File: config.mk
export PLATFORM = sky130hd
export DESIGN_NAME = sram_pkt_fetch
export DESIGN_NICKNAME = d
export VERILOG_FILES = /design/src/rtl/sram_pkt_fetch.sv
export SDC_FILE = /design/constraint.sdc
export NUM_CORES = 1
export LEC_CHECK = 0
export BUFFER_PORTS_ARGS = -buffer_cell sky130_fd_sc_hd__buf_2
export CORE_UTILIZATION = 35
export CTS_CLUSTER_SIZE = 20
export DETAILED_ROUTE_END_ITERATION = 7
export GPL_ROUTABILITY_DRIVEN = 0
export HOLD_SLACK_MARGIN = 0.08
export SKIP_LAST_GASP = 1
export SLEW_MARGIN = 20
export SYNTH_ARGS = -nofsm -noshare
export SYNTH_HDL_FRONTEND = slang
export SYNTH_SLANG_ARGS = --single-unit
File: constraint.sdc
create_clock -name clk -period 2.9 [get_ports clk]
set_input_delay 0 -clock clk [delete_from_list [all_inputs] [get_ports clk]]
set_output_delay 0 -clock clk [all_outputs]
set_load 0.02 [all_outputs]
File: src/rtl/sram_pkt_fetch.sv
// Fetches length-prefixed packets from a 16-bit SRAM TX FIFO and streams payload bytes (high byte first).
// Define PKT_LEN_CHECK_EN to drop packets whose header length is 0 or above MAX_LEN.
module sram_pkt_fetch #(
  parameter int RD_LAT  = 2,
  parameter int MAX_LEN = 255
) (
  input  logic        clk,
  input  logic        reset,
  output logic        sram_read,
  input  logic        sram_hint,
  input  logic        sram_empty,
  input  logic [15:0] sram_data,
  output logic [7:0]  byte_out,
  output logic        byte_valid,
  input  logic        byte_ready,
  output logic        pkt_start,
  output logic [10:0] pkt_len,
  output logic        pkt_done,
  output logic        pkt_drop,
  output logic        busy
);

  localparam int LAT_W = (RD_LAT < 2) ? 1 : $clog2(RD_LAT + 1);
  localparam logic [LAT_W-1:0] LAT_LAST = LAT_W'(RD_LAT);
  localparam logic [LAT_W-1:0] LAT_ONE  = LAT_W'(1);

`ifdef PKT_LEN_CHECK_EN
  localparam bit LEN_CHECK = 1'b1;
`else
  localparam bit LEN_CHECK = 1'b0;
`endif

  typedef enum logic [3:0] {
    IDLE, HDR_RD, HDR_WAIT, PAY_RD, PAY_WAIT, BYTE_HI, BYTE_LO, DROP, DONE
  } state_t;

  state_t           state_q, state_d;
  logic [LAT_W-1:0] lat_q, lat_d;
  logic [10:0]      byte_cnt_q, byte_cnt_d;
  logic [10:0]      words_left_q, words_left_d;
  logic [15:0]      word_q, word_d;
  logic [10:0]      pkt_len_q, pkt_len_d;
  logic             pkt_start_q, pkt_start_d;

  logic        can_rd;
  logic        lat_hit;
  logic [10:0] hdr_len;
  logic [10:0] hdr_words;
  logic        len_bad;
  logic [10:0] byte_cnt_inc;

  assign can_rd       = sram_hint && !sram_empty;
  assign lat_hit      = (lat_q == LAT_LAST);
  assign hdr_len      = sram_data[10:0];
  assign hdr_words    = 11'((12'(hdr_len) + 12'd1) >> 1);
  assign len_bad      = LEN_CHECK && ((hdr_len == 11'd0) || (int'(hdr_len) > MAX_LEN));
  assign byte_cnt_inc = byte_cnt_q + 11'd1;

  always_comb begin
    state_d      = state_q;
    lat_d        = lat_q;
    byte_cnt_d   = byte_cnt_q;
    words_left_d = words_left_q;
    word_d       = word_q;
    pkt_len_d    = pkt_len_q;
    pkt_start_d  = 1'b0;
    sram_read    = 1'b0;
    pkt_drop     = 1'b0;

    case (state_q)
      IDLE: begin
        if (!sram_empty) state_d = HDR_RD;
      end
      HDR_RD: begin
        if (can_rd) begin
          sram_read = 1'b1;
          lat_d     = LAT_ONE;
          state_d   = HDR_WAIT;
        end
      end
      HDR_WAIT: begin
        if (lat_hit) begin
          lat_d        = '0;
          byte_cnt_d   = '0;
          words_left_d = hdr_words;
          if (len_bad) begin
            state_d = DROP;
          end else begin
            pkt_len_d   = hdr_len;
            pkt_start_d = 1'b1;
            state_d     = PAY_RD;
          end
        end else begin
          lat_d = lat_q + LAT_ONE;
        end
      end
      PAY_RD: begin
        // Only a zero-length packet can reach here with every byte already sent.
        if (byte_cnt_q == pkt_len_q) begin
          state_d = DONE;
        end else if (can_rd) begin
          sram_read = 1'b1;
          lat_d     = LAT_ONE;
          state_d   = PAY_WAIT;
        end
      end
      PAY_WAIT: begin
        if (lat_hit) begin
          lat_d   = '0;
          word_d  = sram_data;
          state_d = BYTE_HI;
        end else begin
          lat_d = lat_q + LAT_ONE;
        end
      end
      BYTE_HI: begin
        if (byte_ready) begin
          byte_cnt_d = byte_cnt_inc;
          state_d    = (byte_cnt_inc == pkt_len_q) ? DONE : BYTE_LO;
        end
      end
      BYTE_LO: begin
        if (byte_ready) begin
          byte_cnt_d = byte_cnt_inc;
          state_d    = (byte_cnt_inc == pkt_len_q) ? DONE : PAY_RD;
        end
      end
      DROP: begin
        // lat_q == 0 means no read is in flight; otherwise wait out the latency and discard.
        if (lat_q == '0) begin
          if (words_left_q == 11'd0) begin
            pkt_drop = 1'b1;
            state_d  = IDLE;
          end else if (can_rd) begin
            sram_read = 1'b1;
            lat_d     = LAT_ONE;
          end
        end else if (lat_hit) begin
          lat_d        = '0;
          words_left_d = words_left_q - 11'd1;
        end else begin
          lat_d = lat_q + LAT_ONE;
        end
      end
      DONE: begin
        state_d = IDLE;
      end
      default: begin
        state_d = IDLE;
      end
    endcase
  end

  always_ff @(posedge clk) begin
    if (reset) begin
      state_q      <= IDLE;
      lat_q        <= '0;
      byte_cnt_q   <= '0;
      words_left_q <= '0;
      word_q       <= '0;
      pkt_len_q    <= '0;
      pkt_start_q  <= 1'b0;
    end else begin
      state_q      <= state_d;
      lat_q        <= lat_d;
      byte_cnt_q   <= byte_cnt_d;
      words_left_q <= words_left_d;
      word_q       <= word_d;
      pkt_len_q    <= pkt_len_d;
      pkt_start_q  <= pkt_start_d;
    end
  end

  assign byte_valid = (state_q == BYTE_HI) || (state_q == BYTE_LO);
  assign byte_out   = (state_q == BYTE_HI) ? word_q[15:8] :
                      (state_q == BYTE_LO) ? word_q[7:0]  : 8'd0;
  assign pkt_start  = pkt_start_q;
  assign pkt_len    = pkt_len_q;
  assign pkt_done   = (state_q == DONE);
  assign busy       = (state_q != IDLE);

endmodule

======== Yosys cells after proc, flatten, opt, wreduce, memory -nomap -nowiden ========
Cells that the tools add are included.
word-level totals
  input port bits ......................... 21
  word-level logic and storage cells ...... 93
  output and inout bits ................... 25
  flip-flop bits (word level) ............. 56
cells by class
  reduce and logical (&&, ||, !) cells .... 19
  bitwise operators ....................... 1
  $add $sub $neg .......................... 4
  equality and inequality tests ........... 25
  multiplexer cells ....................... 37
operators by type and width
  cell                                                                   count
  11-bit 2-to-1 mux                                                      5
  4-bit 2-to-1 mux                                                       12
  11-bit case mux with 2 select lines                                    2
  4-bit case mux with 8 select lines                                     1
  11-bit equality test                                                   2
  2-bit inequality test, second input constant                           11
  4-bit by 3-bit equality test with 1-bit output, second input constant  4
  8-bit 2-to-1 mux                                                       2
  11-bit by 1-bit adder with 12-bit output, second input constant        1
  11-bit by 1-bit adder with 11-bit output, second input constant        1
  11-bit zero test                                                       1
  11-bit by 1-bit subtractor with 11-bit output, second input constant   1
  2-bit 2-to-1 mux                                                       5
  9-bit AND reduction                                                    1
  4-bit by 2-bit equality test with 1-bit output, second input constant  2
  1-bit 2-to-1 mux                                                       8
  2-bit case mux with 4 select lines                                     1
  4-bit nonzero test                                                     2
  3-bit inequality test, second input constant                           2
  3-bit AND reduction                                                    2
  2-bit OR reduction                                                     3
  4-bit by 1-bit equality test with 1-bit output, second input constant  1
  4-bit equality test, second input constant                             1
  4-bit zero test                                                        1
  other kinds (12)                                                       14

======== Depth between registers and ports, before layout ========
  word-level depth ........................ 6
  mapped depth ............................ 9
  mapped depth without buffers ............ 8

======== Worst setup path after synthesis ========
Ideal clock, no wire load.
  path type ............................... reg-to-reg
  from .................................... register byte_cnt_q[0]
  to ...................................... register state_q[2]
  setup time .............................. 0.117 ns
  path buffers ............................ 1
  required time ........................... 2.783 ns
  clock period less this slack ............ 2.160 ns
  path slack .............................. 0.740 ns
  cell stages (with the launch flop) ...... 8
  arrival time ............................ 2.043 ns
  cells stage by stage .................... dfxtp_1 > ha_1 > clkbuf_1 > nand3_1 > o31a_1 > a2111oi_4 > nand4_1 > a32o_1
on the way
  word-level cells in the longest chain between the ends .. 5
  elaborated cells on any way between the ends .. 9
  classes of those cells .................. 1 x add/sub; 3 x eq/ne; 4 x mux; 1 x reduce/logical
ends and longest elaborated chain
  what                                      RTL line  text
  from (decl)                               39        logic [10:0] byte_cnt_q, byte_cnt_d;
  from (signal assigned)                    166       byte_cnt_q <= byte_cnt_d;
  11-bit by 1-bit adder with 11-bit output  57        assign byte_cnt_inc = byte_cnt_q + 11'd1;
  11-bit equality test                      119       state_d = (byte_cnt_inc == pkt_len_q) ? DONE : BYTE_LO;
  4-bit 2-to-1 mux                          119
  4-bit 2-to-1 mux                          117       if (byte_ready) begin
  4-bit case mux with 8 select lines        70        case (state_q)
  to (signal assigned)                      164       state_q <= state_d;
  to (decl)                                 37        state_t state_q, state_d;
Parallel ways exist; a longest one is shown, timed or not. The select of a mux whose other input is x is not followed.
A chain may end at the register's enable or synchronous reset.

======== Worst setup path after layout ========
  from .................................... register state_q[2]
  to ...................................... register state_q[0]
on the way
  word-level cells in the longest chain between the ends .. 3
  elaborated cells on any way between the ends .. 19
  classes of those cells .................. 16 x eq/ne; 1 x mux; 2 x reduce/logical
ends and longest elaborated chain
  what                                                                             RTL line
  4-bit by 2-bit equality test with 1-bit output, or another cell as far along     70
  3-bit inequality test (no source line) or 2-bit inequality test (tied branches)  n/a
  9-bit AND reduction (no source line)                                             n/a
Parallel ways exist; a longest one is shown, timed or not.

==> summary.txt <==
Outcome
  • Outcome: complete, no violations

Floorplanning
  • Die H: 101 um
  • Core box area: 9370 um^2
  • Core Rows: 35
  • Die Wd: 101 um
  • Starting density of the core: 36.8%
  • Die ar.: 10,300 um^2
  • I/O pin count: 46

Hold path
  • Worst hold path type: input port to flop

Clocking
  • CTS resizes: 0
  • H-tree depth: 2
  • Clk pin slew, worst setup/hold paths: 0.10 ns
  • Clk Latency, worst-skew pair: 0.32 ns
  • Clk sinks: 56
  • Cts-stage hold buffer count: 16
  • TritonCTS clock tree: yes
  • Clk root buf: clkbuf_8
  • Post-CTS Setup Bufs: 0
  • TritonCTS Buffers: 5
  • CTS Buffer Depth: 2

Pwr
  • Clk network pwr share: 28.1%
  • Reported net switching power: 517 uW
  • Pint: 1.10 mW
  • Worst VDD drop: 0.000166 V
  • Pwr per Cell Area: 399 nW/um^2
  • Share of power burned in registers: 50.4%
  • Leakage: 1.42 nW
  • Net Sw Frac: 32.0%
  • Combinational fraction of design power: 21.5%

STA
  • Worst rel slew slack: 53.7%
  • Post-route minimum period: 2.55 ns
  • RSZ-0062 raised after global routing: false
  • Fin. Hold Viols: 0
  • Fmax: 392 MHz
  • Post-route setup TNS: 0 ns
  • Final Slew Violations: 0
  • Worst slew pin tran: 0.693 ns
  • Final worst-path cycle share: 88.0%
  • Setup violators final: 0
  • Clk_skew: 0.00719 ns

Worst setup path
  • Critical path peak fanout: 21
  • Setup crit end kind: flop
  • Setup CP Type: flop to flop
  • Arrival time worst endpoint: 2.79 ns
  • Startpoint Class: flop
  • Worst endpoint required time: 3.14 ns

Final layout
  • # diodes: 0
  • Final nets: 539
  • Final instance area: 4050 um^2
  • Layout Area Growth over Synthesis: 17.4%
  • Most common cell after layout, fill and taps aside: nand2_1
  • Fraction of final layout cells with drive strength greater than 1: 14.6%
  • Commonest cells after routing, fill and taps aside: 82 x nand2_1, 56 x dfxtp_1, 48 x a21oi_1, 45 x buf_2, 41 x nor2_1

GRT
  • Initial antenna violation count: 0
  • First-pass GRT wire length: 16,100 um
  • Vias in the first global route: 3,247
  • Largest net degree at the start of global routing: 31
  • Total GRT Usage: 19.9%
  • GR Overflow Total: 0

Logic synthesis
  • Synth Flop Type: dfxtp_1
  • Post-synthesis sequential area ratio: 32.5%
  • Mapped Area: 3450 um^2
  • Ys async rst share: 0%
  • Post-synthesis cell count: 464
  • Synth Register Bits: 56
  • EDFF count, synth: 0
  • Synth cell types: 56
  • Syn Nets: 489
  • Syn Area/Cell: 7.43 um^2
  • Yosys warning count: 0

Drt
  • # DRC: 0
  • Vias: 3,515
  • 1st-iter DRT viols: 262
  • WL/cell: 15.1 um
  • Final ANT Viol Nets: 0
  • Drt first pass iters: 5
  • Via density: 5.46
  • Detailed Route WL: 9750 um

Placement
  • Port buffer count: 45
  • Post-DP HPWL: 7000 um
  • Placed Area: 3800 um^2

Flow run
  • Max_cap viols: 0
[synth_stat cells (all sizes together), types with 2 or more instances]
cell type | instances | area share [%]
nand3 | 20 | 2.9
nor4 | 3 | 0.54
o41ai | 2 | 0.51
xnor2 | 14 | 3.6
a22oi | 13 | 2.8
nor2 | 41 | 4.5
and4 | 4 | 1.0
or3 | 5 | 0.91
nand4 | 12 | 2.2
dfxtp | 56 | 33
xor2 | 16 | 4.1
o21ai | 20 | 2.9
a311oi | 3 | 0.76
ha | 4 | 1.5
nor2b | 9 | 1.6
or4 | 2 | 0.44
o31a | 4 | 1.0
o211ai | 8 | 1.9
and3 | 3 | 0.54
a32o | 2 | 0.58
inv | 7 | 0.76
a211oi | 3 | 0.65
o21a | 3 | 0.65
nand2b | 4 | 0.73
nand2 | 82 | 8.9
clkbuf | 26 | 2.9
o21bai | 2 | 0.44
nor3 | 17 | 2.8
buf | 5 | 1.1
o22ai | 3 | 0.54
nor3b | 3 | 0.80
or2 | 3 | 0.54
a2111oi | 4 | 2.1
a21oi | 48 | 7.0
[critical path: stages, from the launching register on]
cell	delay (ns)
dfxtp_1	0.78
nor2_1	0.21
a32o_1	0.35
a2111oi_4	0.38
o211ai_2	0.18
or3_1	0.36
o31ai_2	0.21
[path summary, 6_finish.rpt]
path | start | to | slack [ns] | cells past startpoint
max | state_q[2] | state_q[0] | 0.35 | 6
min | byte_ready | byte_cnt_q[2] | 0.11 | 4
max reg2reg | state_q[2] | state_q[0] | 0.35 | 6
min reg2reg | word_q[12] | word_q[12] | 0.46 | 2
[cells by family after synthesis]
kind of cell / Yosys count / share of synthesized area, %
xor gates and xnor gates: 30 / 7.62
DFF: 56 / 32.5
AOI/OAI and AO/OA: 123 / 23.9
buffers and inverters: 38 / 4.72
adders and majority gates: 4 / 1.45
muxes: 1 / 0.290
and+or+nand+nor: 212 / 29.5
[state kept, by name (all words and copies together), names as in the netlist]
| signal | cells |
|---|---|
| word_q | 16 |
| pkt_start | 1 |
| byte_cnt_q | 11 |
| state_q | 4 |
| pkt_len | 11 |
| lat_q | 2 |
| words_left_q | 11 |
[metal layers]
metal	track usage [%]	share of wire, %	wire length, um	vias up
li1	-	-	-	1753
met1	27.2	46	4480	1631
met2	32.7	46	4470	127
met3	3.66	7.6	740	4
met4	3.90	0.65	63	0
met5	0	0	0	-
[power groups by stage]
stage	logic (mW)	registers, mW	clock network, mW
after detailed placement	0.324	0.828	0
final	0.347	0.813	0.453
after CTS	0.342	0.811	0.465
after floorplan	0.236	0.810	0
after global routing	0.376	0.815	0.493
after global placement	0.324	0.829	0
[final cells by class]
cell class | instances | area (um^2)
fill | 1010 | 5320
multi-input combinational | 370 | 2160
sequential | 56 | 1120
timing repair buffer | 74 | 483
tap | 129 | 161
clock buffer | 5 | 68.8
inverter | 7 | 26.3
clock inverter | 3 | 22.5
[metrics by stage]
stage / std cells / power (mW) / setup WS, ns / hold WS [ns] / utilization (%)
after floorplan: 464 / 1.05 / 0.740 / 0.136 / -
after global placement: 620 / 1.15 / 0.512 / 0.244 / 40.5
after detailed placement: 620 / 1.15 / 0.458 / 0.248 / 40.5
after CTS: 644 / 1.62 / 0.412 / 0.0939 / 43.2
after global routing: 644 / 1.68 / 0.184 / 0.151 / 43.2
final: 644 / 1.61 / 0.349 / 0.108 / 43.2
Power figures use the tool's default switching activity.
